--- config.mk ---
export PLATFORM = sky130hd
export DESIGN_NAME = axi_addr_arbiter_rr
export DESIGN_NICKNAME = d
export VERILOG_FILES = /design/src/rtl/axi_arb_pkg.sv /design/src/rtl/rr_pick_onehot.sv /design/src/rtl/axi_addr_arbiter_rr.sv
export SDC_FILE = /design/constraint.sdc
export NUM_CORES = 1
export LEC_CHECK = 0
export CORE_ASPECT_RATIO = 1.75
export CORE_MARGIN = 8
export CORE_UTILIZATION = 29
export DETAILED_ROUTE_END_ITERATION = 10
export PLACE_DENSITY = 0.94
export SYNTH_ARGS = -nofsm -noshare
export SYNTH_HDL_FRONTEND = slang
export SYNTH_HIERARCHICAL = 1
export SYNTH_SLANG_ARGS = --single-unit
--- constraint.sdc ---
create_clock -name clk -period 2.5 [get_ports clk]
set_clock_uncertainty 0.2 [all_clocks]
set_input_delay 0.5 -clock clk [delete_from_list [all_inputs] [get_ports clk]]
set_output_delay 0.5 -clock clk [all_outputs]
set_load 0.01 [all_outputs]
--- src/rtl/axi_arb_pkg.sv ---
// Shared types and helpers for the AXI address-channel arbiters.
// Holds the FSM state encoding, a few fixed widths and a loop-based
// round-robin search usable wherever a behavioural pick is handy.
package axi_arb_pkg;

   localparam int MAX_M      = 8;   // widest arbiter the helper supports
   localparam int MAX_IW     = 3;   // $clog2(MAX_M)
   localparam int BURST_BITS = 2;   // AXI AxBURST width

   typedef enum logic {ST_IDLE, ST_GRANT} st_e;

   typedef struct packed {
      logic              vld;
      logic [MAX_IW-1:0] idx;
   } rr_res_t;

   // First set bit of elig searched from (last_idx+1) mod n upward, wrapping.
   function automatic rr_res_t rr_pick(input logic [MAX_M-1:0]  elig,
                                       input logic [MAX_IW-1:0] last_idx,
                                       input int                n);
      rr_res_t r;
      int      k;
      r = '0;
      for (int s = 1; s <= MAX_M; s++) begin
         if (s <= n && !r.vld) begin
            k = (int'(last_idx) + s) % n;
            if (elig[k]) begin
               r.vld = 1'b1;
               r.idx = MAX_IW'(k);
            end
         end
      end
      return r;
   endfunction

endpackage

--- src/rtl/rr_pick_onehot.sv ---
// Combinational round-robin finder. Requests above last_i get first
// priority; the request vector is doubled so the wrap-around search is a
// single lowest-set-bit isolate. Also used by the R/B return arbiters.
module rr_pick_onehot #(
   parameter  int N  = 3,
   localparam int IW = $clog2(N)
) (
   input  logic [N-1:0]  req_i,
   input  logic [IW-1:0] last_i,
   output logic [N-1:0]  gnt_o,
   output logic          any_o
);

   logic [N-1:0]   mask;
   logic [2*N-1:0] dbl;
   logic [2*N-1:0] low;

   // mask keeps only indices strictly above the last winner
   always_comb begin
      mask = '0;
      for (int i = 0; i < N; i++) mask[i] = (i > int'(last_i));
   end

   assign dbl   = {req_i, req_i & mask};
   assign low   = dbl & (~dbl + (2*N)'(1));
   assign gnt_o = low[N-1:0] | low[2*N-1:N];
   assign any_o = |req_i;

endmodule

--- src/rtl/axi_addr_arbiter_rr.sv ---
// N-master AXI address-channel arbiter with registered, locked grant and
// round-robin fairness. The grant is held from VALID until the handshake;
// on a handshake the next master is picked in the same edge with the
// current owner excluded, so a lone requester re-wins after one idle cycle.
// Optional build macro ARB_PERF_CNT_EN adds per-master handshake counters
// (grant_cnt) and the longest observed wait (wait_max).
module axi_addr_arbiter_rr
   import axi_arb_pkg::*;
#(
   parameter  int NUM_M     = 3,
   parameter  int ID_BITS   = 4,
   parameter  int PFX_BITS  = 4,
   parameter  int ADDR_BITS = 32,
   parameter  int LEN_BITS  = 4,
   parameter  int SIZE_BITS = 3,
   localparam int IW        = $clog2(NUM_M)
) (
   input  logic                          clk,
   input  logic                          rst,
   input  logic [NUM_M*ID_BITS-1:0]      id_m,
   input  logic [NUM_M*ADDR_BITS-1:0]    addr_m,
   input  logic [NUM_M*LEN_BITS-1:0]     len_m,
   input  logic [NUM_M*SIZE_BITS-1:0]    size_m,
   input  logic [NUM_M*BURST_BITS-1:0]   burst_m,
   input  logic [NUM_M-1:0]              valid_m,
   input  logic [NUM_M-1:0]              req_m,
   output logic [NUM_M-1:0]              ready_m,
   output logic [PFX_BITS+ID_BITS-1:0]   id_s,
   output logic [ADDR_BITS-1:0]          addr_s,
   output logic [LEN_BITS-1:0]           len_s,
   output logic [SIZE_BITS-1:0]          size_s,
   output logic [BURST_BITS-1:0]         burst_s,
   output logic                          valid_s,
   input  logic                          ready_s,
   output logic                          grant_vld,
   output logic [IW-1:0]                 grant_idx
`ifdef ARB_PERF_CNT_EN
   ,
   output logic [NUM_M*16-1:0]           grant_cnt,
   output logic [15:0]                   wait_max
`endif
);

   st_e              state_q;
   logic             grant_vld_q;
   logic [IW-1:0]    grant_idx_q;
   logic [IW-1:0]    last_idx_q;

   logic [NUM_M-1:0] elig;
   logic [NUM_M-1:0] pick_req;
   logic [NUM_M-1:0] pick_oh;
   logic             pick_any;
   logic [IW-1:0]    pick_idx;
   logic             g_valid;
   logic             g_elig;
   logic             hs;
   int unsigned      gi;

   assign elig    = valid_m & req_m;
   assign gi      = int'(grant_idx_q);
   assign g_valid = valid_m[grant_idx_q];
   assign g_elig  = elig[grant_idx_q];
   assign hs      = grant_vld_q & g_valid & ready_s;

   // While granted only the handshake edge re-arbitrates, and the owner
   // must sit out that round; last_idx equals the owner in that state.
   assign pick_req = grant_vld_q ? (elig & ~(NUM_M'(1) << grant_idx_q)) : elig;

   rr_pick_onehot #(.N(NUM_M)) u_pick (
      .req_i  (pick_req),
      .last_i (last_idx_q),
      .gnt_o  (pick_oh),
      .any_o  (pick_any)
   );

   // one-hot winner to index
   always_comb begin
      pick_idx = '0;
      for (int i = 0; i < NUM_M; i++) if (pick_oh[i]) pick_idx = IW'(i);
   end

   // grant FSM: acquire from idle, hold while locked, hand over on handshake
   always_ff @(posedge clk) begin
      if (rst) begin
         state_q     <= ST_IDLE;
         grant_vld_q <= 1'b0;
         grant_idx_q <= '0;
         last_idx_q  <= IW'(NUM_M - 1);
      end else begin
         case (state_q)
            ST_IDLE: begin
               if (pick_any) begin
                  state_q     <= ST_GRANT;
                  grant_vld_q <= 1'b1;
                  grant_idx_q <= pick_idx;
                  last_idx_q  <= pick_idx;
               end
            end
            ST_GRANT: begin
               if (hs) begin
                  if (pick_any) begin
                     grant_idx_q <= pick_idx;
                     last_idx_q  <= pick_idx;
                  end else begin
                     state_q     <= ST_IDLE;
                     grant_vld_q <= 1'b0;
                     grant_idx_q <= '0;
                  end
               end else if (!g_elig) begin
                  // owner withdrew before the handshake: drop, keep last_idx
                  state_q     <= ST_IDLE;
                  grant_vld_q <= 1'b0;
                  grant_idx_q <= '0;
               end
            end
            default: begin
               state_q     <= ST_IDLE;
               grant_vld_q <= 1'b0;
               grant_idx_q <= '0;
            end
         endcase
      end
   end

   // route the owner's channel to the slave; everything quiet when idle
   always_comb begin
      ready_m = '0;
      valid_s = 1'b0;
      id_s    = '0;
      addr_s  = '0;
      len_s   = '0;
      size_s  = '0;
      burst_s = '0;
      if (grant_vld_q) begin
         valid_s              = g_valid;
         ready_m[grant_idx_q] = ready_s;
         id_s    = {PFX_BITS'(grant_idx_q) + PFX_BITS'(1),
                    id_m[gi*ID_BITS +: ID_BITS]};
         addr_s  = addr_m[gi*ADDR_BITS +: ADDR_BITS];
         len_s   = len_m[gi*LEN_BITS +: LEN_BITS];
         size_s  = size_m[gi*SIZE_BITS +: SIZE_BITS];
         burst_s = burst_m[gi*BURST_BITS +: BURST_BITS];
      end
   end

   assign grant_vld = grant_vld_q;
   assign grant_idx = grant_idx_q;

`ifdef ARB_PERF_CNT_EN
   localparam int CNT_BITS = 16;

   logic [NUM_M-1:0][CNT_BITS-1:0] cnt_q;
   logic [NUM_M-1:0][CNT_BITS-1:0] wait_q;
   logic [CNT_BITS-1:0]            wait_max_q;
   logic [CNT_BITS-1:0]            wait_max_d;

   // saturating handshake counts and per-master runs of ungranted waiting
   always_ff @(posedge clk) begin
      if (rst) begin
         cnt_q      <= '0;
         wait_q     <= '0;
         wait_max_q <= '0;
      end else begin
         for (int i = 0; i < NUM_M; i++) begin
            if (hs && grant_idx_q == IW'(i) && cnt_q[i] != '1)
               cnt_q[i] <= cnt_q[i] + CNT_BITS'(1);
            if (elig[i] && !(grant_vld_q && grant_idx_q == IW'(i))) begin
               if (wait_q[i] != '1) wait_q[i] <= wait_q[i] + CNT_BITS'(1);
            end else begin
               wait_q[i] <= '0;
            end
         end
         wait_max_q <= wait_max_d;
      end
   end

   // running maximum over all masters' current wait runs
   always_comb begin
      wait_max_d = wait_max_q;
      for (int i = 0; i < NUM_M; i++)
         if (wait_q[i] > wait_max_d) wait_max_d = wait_q[i];
   end

   assign grant_cnt = cnt_q;
   assign wait_max  = wait_max_q;
`endif

endmodule
==> results.json <==
{
  "run_status": "completed",
  "detailroute.via_count": 2762,
  "syn_area_um2": 1784,
  "grt_setup_unrepaired": "false",
  "critPathArrivalTime_ps": 1730,
  "floorplan.core_area_um2": 6086,
  "detail_route.vias_per_cell": 5.013,
  "drv_cap": 0,
  "die_height_um": 119.8,
  "worst_path_class_setup": "input port to primary output",
  "cts.sinks": 6,
  "postSynthAreaPerCell_um2": 6.512,
  "cts-root-to-sink-buffers": 2,
  "antenna_violations_before_repair": 0,
  "grt_use_total_pct": 20.47,
  "path_common_cell": "clkdlybuf4s50_1",
  "maxClockFrequency_mhz": 410.9,
  "critical_path.endpoint_type": "primary output",
  "drcViolationCount": 0,
  "port_buffers": 198,
  "hold_violations_final": 0,
  "die_width_um": 75.30,
  "p_per_area_nw_per_um2": 260.7,
  "drive_gt1_share_pct": 5.945,
  "dpl_worst_slack_ps": -159.1,
  "place.detailed.hpwl_um": 8115,
  "antenna_left": 0,
  "cts.htree.levels": 1,
  "worstPathMaxFanout": 4,
  "grt_start_max_net_pins": 36,
  "slew_viol_final": 0,
  "lkg_pwr_nw": 1.665,
  "clock_root_buffer_master": "clkbuf_8",
  "top_level_ports": 200,
  "wl_um": 9747,
  "globalplace.congestion": 0.9050,
  "cts.hold.buffers_added": 0,
  "cts_buffers": 3,
  "start_util_pct": 29.32,
  "yosys_warnings": 6,
  "period_needed_ps": 2434,
  "peakVddDrop_uv": 315.1,
  "n_antenna_cell": 0,
  "finalSetupTns_ps": 0,
  "final_nets": 621,
  "cp.required_ps": 1800,
  "cp-start-kind": "input port",
  "num_rows": 38,
  "firstDrtPassIters": 6,
  "setup-violations-final": 0,
  "post-route-worst-setup-slack_ps": 66.19,
  "clk_transition_reported_paths_ps": 40,
  "wl_per_cell_um": 17.69,
  "global_route.overflow_total": 0,
  "drt_iter0_drc": 84,
  "die_area_um2": 9018,
  "netlist_instances": 274,
  "total_power_mw": 1.040,
  "first_global_vias": 2921,
  "post-route-period-util_pct": 97.35,
  "critical-path-max-stage-delay_ps": 540,
  "final.fill_count": 560,
  "grt_first_pass_wirelength_um": 14540,
  "critical_path.cell_chain": "clkdlybuf4s50_1, and3_1, clkdlybuf4s50_1",
  "path_class_of_the_lowest_slack_min_delay_path": "flop to flop",
  "cts_tree": "yes",
  "synthToLayoutAreaGrowth_pct": 123.5,
  "mappedNetlistNets": 422,
  "worstSkewPairLatency_ps": 230,
  "critPathSlowestCell": "clkdlybuf4s50_1"
}
-- cell usage in the layout, fill, tap and decap left out, drive strengths merged, types with 2 or more instances in the layout --
cell	count
clkdlybuf4s50	150
dfxtp	6
o21ai	46
dlygate4sd2	46
ha	4
a21oi	5
nor3b	2
nand3	4
and2	47
a31oi	3
nor2	4
nand2b	3
buf	19
dlymetal6s2s	2
clkbuf	3
nand2	51
inv	4
nand4b	3
and3	4
nor2b	4
mux2i	45
-- flip-flops by register name (all words and copies together), names as in the netlist --
name / cells
grant_idx: 2
last_idx_q: 2
grant_vld: 1
state_q: 1
-- layer usage --
layer	track usage [%]	part of all wire, %
met5	0	0
met2	39.49	54
met1	19.02	33
met4	8.838	4.4
met3	4.511	7.9
-- repair_timing --
item	in CTS	in global routing
hold endpoints to repair	0	0
gates resized for setup	47	2
cloned	1	0
buffers inserted	3	0
setup endpoints to repair	48	2
-- stage by stage --
step                utilization, %  cell area, µm²  hold WS, ps  std cells
CTS                          65.44            3983        310.0        551
global route                 65.52            3988        337.0        551
finish                       65.52            3988        314.8        551
global placement             64.76            3941        287.8        544
detailed placement           64.76            3941        298.4        544
floorplan                        -            1784        259.8        274
-- final timing paths --
kind	depth (start not counted)	end	from	slack, ps
max reg2reg	8	last_idx_q[1]	grant_idx[1]	230
min reg2reg	1	last_idx_q[1]	last_idx_q[1]	310
max	3	ready_m[1]	ready_s	70
min	1	last_idx_q[1]	last_idx_q[1]	310
-- critical path: cells and delay by family --
kind	cells	cell delay [ps]
buffers and inverters	2	1060
AND/OR/NAND/NOR	1	170
-- layout make-up --
| type | count | area, µm² | share of cell area (%) |
|---|---|---|---|
| well taps | 80 | 100.1 | 2.510 |
| clock buffers | 3 | 41.29 | 1.035 |
| multi-input cells | 240 | 1539 | 38.59 |
| flip-flops and latches | 6 | 125.1 | 3.138 |
| inverters | 4 | 15.01 | 0.3765 |
| repair buffers | 218 | 2167 | 54.35 |
-- power by group --
group	switching (mW)	internal, mW	total, mW
Combinational	0.313	0.456	0.769
Clock	0.0483	0.104	0.152
Sequential	0.0111	0.107	0.118
No activity file was read; power rests on OpenSTA's default activity.
